===== src/rtl/opb_reg_bank_pkg.sv =====
// Shared types and constants for the OPB register bank: FSM states, CTRL layout
// and the index-width helper.
package opb_reg_bank_pkg;

  typedef enum logic [1:0] {
    IDLE = 2'd0,
    ACK  = 2'd1,
    HOLD = 2'd2
  } state_t;

  localparam int CTRL_FREEZE_BIT = 31;
  localparam int CNT_W           = 16;

  function automatic int clog2(input int value);
    int r;
    r = 0;
    for (int i = 0; i < 31; i++) begin
      if ((1 << i) < value) r = i + 1;
    end
    return r;
  endfunction

endpackage


===== src/rtl/opb_slave_ack_fsm.sv =====
// OPB slave decode and handshake: one xferAck per select assertion, with the
// decoded word index and transfer attributes held stable through the ACK cycle.
module opb_slave_ack_fsm
  import opb_reg_bank_pkg::*;
#(
  parameter logic [31:0] C_BASEADDR = 32'h01020200,
  parameter logic [31:0] C_HIGHADDR = 32'h010202FF,
  parameter int          C_NUM_REGS = 4,
  parameter int          IDX_W      = clog2(C_NUM_REGS + 2)
) (
  input  logic             clk,
  input  logic             rst,
  input  logic [31:0]      abus,
  input  logic             select,
  input  logic             rnw_in,
  input  logic [0:31]      dbus,
  input  logic [0:3]       be_in,
  output logic             xfer_ack,
  output logic             err_ack,
  output logic             acc,
  output logic             snap_req,
  output logic [IDX_W-1:0] idx,
  output logic             rnw,
  output logic [0:31]      wdata,
  output logic [0:3]       be,
  output state_t           state
);

  // Index encoding: 0..N-1 data words, N = CTRL, N+1 = anything unmapped.
  localparam logic [31:0]      NUM_W     = 32'(C_NUM_REGS);
  localparam logic [IDX_W-1:0] CTRL_IDX  = IDX_W'(C_NUM_REGS);
  localparam logic [IDX_W-1:0] UNMAP_IDX = IDX_W'(C_NUM_REGS + 1);

  logic [31:0]      offset;
  logic [31:0]      word;
  logic             hit;
  logic [IDX_W-1:0] idx_dec;
  logic             xfer_q;
  logic             err_q;

  assign offset = abus - C_BASEADDR;
  assign word   = offset >> 2;
  assign hit    = select && (abus >= C_BASEADDR) && (abus <= C_HIGHADDR);

  always_comb begin
    idx_dec = UNMAP_IDX;
    if (word < NUM_W)       idx_dec = word[IDX_W-1:0];
    else if (word == NUM_W) idx_dec = CTRL_IDX;
  end

  // Snapshot capture must happen on the accepting edge, so it is combinational.
  assign snap_req = (state == IDLE) && hit && rnw_in && (idx_dec == '0) && !rst;

  always_ff @(posedge clk) begin
    if (rst) begin
      state  <= IDLE;
      xfer_q <= 1'b0;
      err_q  <= 1'b0;
      idx    <= '0;
      rnw    <= 1'b0;
      wdata  <= '0;
      be     <= '0;
    end else begin
      case (state)
        IDLE: begin
          xfer_q <= 1'b0;
          err_q  <= 1'b0;
          if (hit) begin
            idx    <= idx_dec;
            rnw    <= rnw_in;
            wdata  <= dbus;
            be     <= be_in;
            xfer_q <= 1'b1;
            err_q  <= (idx_dec == UNMAP_IDX) || (!rnw_in && (idx_dec < CTRL_IDX));
            state  <= ACK;
          end
        end
        ACK: begin
          xfer_q <= 1'b0;
          err_q  <= 1'b0;
          state  <= HOLD;
        end
        HOLD: begin
          if (!select) state <= IDLE;
        end
        default: state <= IDLE;
      endcase
    end
  end

  // A reset arriving during ACK abandons the transfer without an acknowledge.
  assign xfer_ack = xfer_q && !rst;
  assign err_ack  = err_q && !rst;
  assign acc      = xfer_ack;

endmodule


===== src/rtl/opb_register_bank_simulink2ppc.sv =====
// Bank of user-side status words readable over OPB, with atomic snapshot via
// word 0, a software freeze bit and a 16-bit update counter in the CTRL word.
module opb_register_bank_simulink2ppc
  import opb_reg_bank_pkg::*;
#(
  parameter logic [31:0] C_BASEADDR   = 32'h01020200,
  parameter logic [31:0] C_HIGHADDR   = 32'h010202FF,
  parameter int          C_OPB_AWIDTH = 32,
  parameter int          C_OPB_DWIDTH = 32,
  parameter int          C_NUM_REGS   = 4,
  parameter int          C_SNAPSHOT   = 1,
  parameter string       C_FAMILY     = "virtex6"
) (
  input  logic                      OPB_Clk,
  input  logic                      OPB_Rst,
  output logic [0:C_OPB_DWIDTH-1]   Sl_DBus,
  output logic                      Sl_errAck,
  output logic                      Sl_retry,
  output logic                      Sl_toutSup,
  output logic                      Sl_xferAck,
  input  logic [0:C_OPB_AWIDTH-1]   OPB_ABus,
  input  logic [0:3]                OPB_BE,
  input  logic [0:C_OPB_DWIDTH-1]   OPB_DBus,
  input  logic                      OPB_RNW,
  input  logic                      OPB_select,
  input  logic                      OPB_seqAddr,
  input  logic [32*C_NUM_REGS-1:0]  user_data_in,
  input  logic                      user_valid
);

  localparam int               IDX_W    = clog2(C_NUM_REGS + 2);
  localparam logic [IDX_W-1:0] CTRL_IDX = IDX_W'(C_NUM_REGS);

  logic             acc;
  logic             snap_req;
  logic             rnw;
  logic [IDX_W-1:0] idx;
  logic [0:31]      wdata;
  logic [0:3]       be;
  state_t           fsm_state;

  logic [31:0]      shadow [C_NUM_REGS];
  logic [31:0]      held   [C_NUM_REGS];
  logic [CNT_W-1:0] update_count;
  logic             freeze;
  logic [31:0]      rdata;
  logic             unused_ok;

  opb_slave_ack_fsm #(
    .C_BASEADDR (C_BASEADDR),
    .C_HIGHADDR (C_HIGHADDR),
    .C_NUM_REGS (C_NUM_REGS),
    .IDX_W      (IDX_W)
  ) u_fsm (
    .clk      (OPB_Clk),
    .rst      (OPB_Rst),
    .abus     (OPB_ABus),
    .select   (OPB_select),
    .rnw_in   (OPB_RNW),
    .dbus     (OPB_DBus),
    .be_in    (OPB_BE),
    .xfer_ack (Sl_xferAck),
    .err_ack  (Sl_errAck),
    .acc      (acc),
    .snap_req (snap_req),
    .idx      (idx),
    .rnw      (rnw),
    .wdata    (wdata),
    .be       (be),
    .state    (fsm_state)
  );

  // Capture reads the pre-update shadows when user_valid coincides with it.
  always_ff @(posedge OPB_Clk) begin
    if (OPB_Rst) begin
      for (int i = 0; i < C_NUM_REGS; i++) begin
        shadow[i] <= '0;
        held[i]   <= '0;
      end
      update_count <= '0;
      freeze       <= 1'b0;
    end else begin
      if (user_valid && !freeze) begin
        for (int i = 0; i < C_NUM_REGS; i++) shadow[i] <= user_data_in[32*i +: 32];
        update_count <= update_count + 1'b1;
      end
      if (snap_req) begin
        for (int i = 0; i < C_NUM_REGS; i++) held[i] <= shadow[i];
      end
      if (acc && !rnw && (idx == CTRL_IDX) && be[3]) freeze <= wdata[CTRL_FREEZE_BIT];
    end
  end

  always_comb begin
    rdata = '0;
    if (idx == CTRL_IDX) begin
      rdata = {update_count, {(31 - CNT_W){1'b0}}, freeze};
    end else begin
      for (int i = 0; i < C_NUM_REGS; i++) begin
        if (idx == IDX_W'(i)) rdata = (C_SNAPSHOT != 0) ? held[i] : shadow[i];
      end
    end
  end

  assign Sl_DBus    = ((fsm_state == ACK) && rnw && !OPB_Rst) ? rdata : '0;
  assign Sl_retry   = 1'b0;
  assign Sl_toutSup = 1'b0;

  assign unused_ok = ^{OPB_seqAddr, wdata[0:30], be[0:2]};

endmodule


===== config.mk =====
export PLATFORM = sky130hd
export DESIGN_NAME = opb_register_bank_simulink2ppc
export DESIGN_NICKNAME = d
export VERILOG_FILES = /design/src/rtl/opb_reg_bank_pkg.sv /design/src/rtl/opb_slave_ack_fsm.sv /design/src/rtl/opb_register_bank_simulink2ppc.sv
export SDC_FILE = /design/constraint.sdc
export NUM_CORES = 1
export LEC_CHECK = 0
export BUFFER_PORTS_ARGS = -buffer_cell sky130_fd_sc_hd__buf_2
export CELL_PAD_IN_SITES_DETAIL_PLACEMENT = 0
export CELL_PAD_IN_SITES_GLOBAL_PLACEMENT = 1
export CORE_UTILIZATION = 40
export CTS_BUF_LIST = sky130_fd_sc_hd__clkbuf_4
export CTS_CLUSTER_DIAMETER = 200
export DETAILED_ROUTE_END_ITERATION = 7
export GPL_ROUTABILITY_DRIVEN = 0
export HOLD_SLACK_MARGIN = 0.1
export PLACE_DENSITY_LB_ADDON = 0.1
export SETUP_SLACK_MARGIN = 0.2
export SYNTH_ARGS = -nofsm -noshare
export SYNTH_HDL_FRONTEND = slang
export SYNTH_HIERARCHICAL = 1
export SYNTH_SLANG_ARGS = --single-unit

===== constraint.sdc =====
create_clock -name OPB_Clk -period 15.2 [get_ports OPB_Clk]
set_clock_uncertainty 0.2 [all_clocks]
set_input_delay 4.56 -clock OPB_Clk [delete_from_list [all_inputs] [get_ports OPB_Clk]]
set_output_delay 4.56 -clock OPB_Clk [all_outputs]
set_load 0.005 [all_outputs]

==> results.md <==
* Area grow syn2layout at 18.5%
* Gates resized, CTS repair at 0
* Buffers on Ports at 198
* CP Data Arrival Time at 6.56 ns
* Skew-Pair Late Insertion Delay at 0.65 ns
* CTS clk-pin slew, worst paths at 0.05 ns
* Starting Density at 0.406
* CTS sink count at 283
* Internal at 1.31 mW
* Num CTS Buffers at 78
* First-pass GRT wire length at 40.2 mm
* Die area at 31700 sq um
* Layout cell share with drive strength beyond 1 at 0.326
* Post-DP HPWL at 16.4 mm
* Slew headroom at 0.284
* Sw power at 358 uW
* Max-slew violation count at 0
* Combinational Power Share at 0.047
* Mean routed wirelength per cell at 16.7 um
* Antenna Nets Post-Route at 0
* Final Hold Vio Count at 0
* Critical path type: in -> out
* Static Leak at 5.73 nW
* Cell area power density at 114 nW/um^2
* Clock Power Share at 0.410
* Max_cap viols at 0
* Post-Route Setup TNS at 0 ns
* Post CTS Setup Buffer Count at 0
* Worst EP required at 10.44 ns
* Via-to-Cell Ratio at 4.87
* Row count at 64
* DR vias at 7686
* Final period util at 0.745
* Initial antenna violation count at 1
* Routed wire length at 26.4 mm
* Die height at 178 um
* NumNets Final at 1333
* Pin count of the biggest net entering global routing at 129
* Core ar. at 30600 sq um
* Crit end category: output pin
* DRC viols at 0
* Vias in the first global route at 7508
* Worst VDD drop at 0.0423 mV
* Unrepaired setup endpoints after global routing: no
* Initial drt markers at 375
* Die X at 178 um
* Measured slew at the worst slew-check pin at 1.06 ns
* Final worst path period need at 11.32 ns
* CTS Hold Bufs at 0
* Mapped Area at 12400 sq um
* Warnings, synthesis at 6
* Average cell area after synthesis at 13.7 sq um
* Crit-path max FO at 34
* HP Class: reg -> reg
* Total GRT Usage at 0.169
* Seq pwr share at 0.543
* Status: finished clean
* Min Hold Slack at 0.258 ns
* DRT Pass-1 Iters at 4
* Root Driver: clkbuf_4
* Final setup viols at 0
* Clk buf depth at 3
* CTS tree: built
* FMAX at 88.3 MHz
* Worst setup SP type: input pin
* Total gr overflow at 0
* H-tree Lvls at 3
* Switching Fraction at 0.214
* # IOs at 238
* Cells after synthesis at 905
==> cell type report <==
class | instances | area [sq um]
fill | 2860 | 15900
multi-input combinational | 556 | 3910
clock inverter | 17 | 125
antenna | 1 | 2.50
tap | 396 | 495
timing repair buffer | 204 | 1040
clock buffer | 116 | 871
inverter | 6 | 22.5
sequential | 283 | 8230
==> registers in the layout, indices dropped and copies added (netlist names), 2 cells and up <==
register      count
held            128
shadow          128
u_fsm/idx         3
u_fsm/state       2
update_count     16
==> metal layers <==
| metal | GRT usage | vias up | share of wire |
|---|---|---|---|
| li1 | - | 3770 | - |
| met1 | 0.225 | 3647 | 0.45 |
| met2 | 0.270 | 227 | 0.47 |
| met3 | 0.0367 | 42 | 0.061 |
| met4 | 0.0627 | 0 | 0.016 |
| met5 | 0 | - | 0 |
==> metrics by stage <==
step	util	instances	total power, mW	setup slack, ns	cell area, sq um
6_report	0.480	1579	1.67	3.88	14700
4_1_cts	0.480	1578	1.70	3.78	14700
5_1_grt	0.480	1579	1.75	3.60	14700
2_1_floorplan	-	906	0.961	5.11	12400
3_5_place_dp	0.448	1445	1.00	3.78	13700
3_3_place_gp	0.448	1445	1.00	3.77	13700
==> power by group through the flow <==
| stage | registers (mW) | logic, mW | clock network [mW] |
|---|---|---|---|
| 2_1_floorplan | 0.919 | 0.0418 | 0 |
| 3_3_place_gp | 0.921 | 0.0796 | 0 |
| 3_5_place_dp | 0.922 | 0.0802 | 0 |
| 4_1_cts | 0.905 | 0.0804 | 0.714 |
| 5_1_grt | 0.909 | 0.0875 | 0.753 |
| 6_report | 0.905 | 0.0786 | 0.685 |
==> cell usage in the layout (no fill, tap or decap), types with 3 or more instances in the layout <==
cell / count
clkinv_1: 12
nor2_1: 59
buf_4: 6
inv_1: 6
xor2_1: 7
a22oi_1: 18
o22ai_1: 14
mux4_2: 17
xnor2_1: 5
nor2b_1: 8
or4_1: 4
and2_1: 257
nand4_1: 8
dfxtp_1: 25
clkbuf_4: 116
mux2_2: 21
nand3_1: 11
nand4b_1: 3
a211oi_1: 4
nor3_1: 16
nor4_1: 5
buf_2: 198
edfxtp_1: 256
a21oi_1: 11
mux2i_1: 3
o21ai_0: 9
or3_1: 3
nand2_1: 18
==> final timing paths <==
kind,endpoint,start,cells past startpoint,slack (ns)
max,Sl_DBus[16],OPB_Rst,5,3.88
min reg2reg,u_fsm/be[3],u_fsm/be[3],2,0.26
max reg2reg,held[0][114],u_fsm/state[1],8,10.93
min,u_fsm/be[3],u_fsm/be[3],2,0.26
==> critical path: stages <==
cell and delay (ns):
buf_2 0.32, nor2_1 0.22, nand4_1 0.76, nor3_1 0.49
buf_2 0.18
Note: power is estimated with default switching activity, not from simulation.
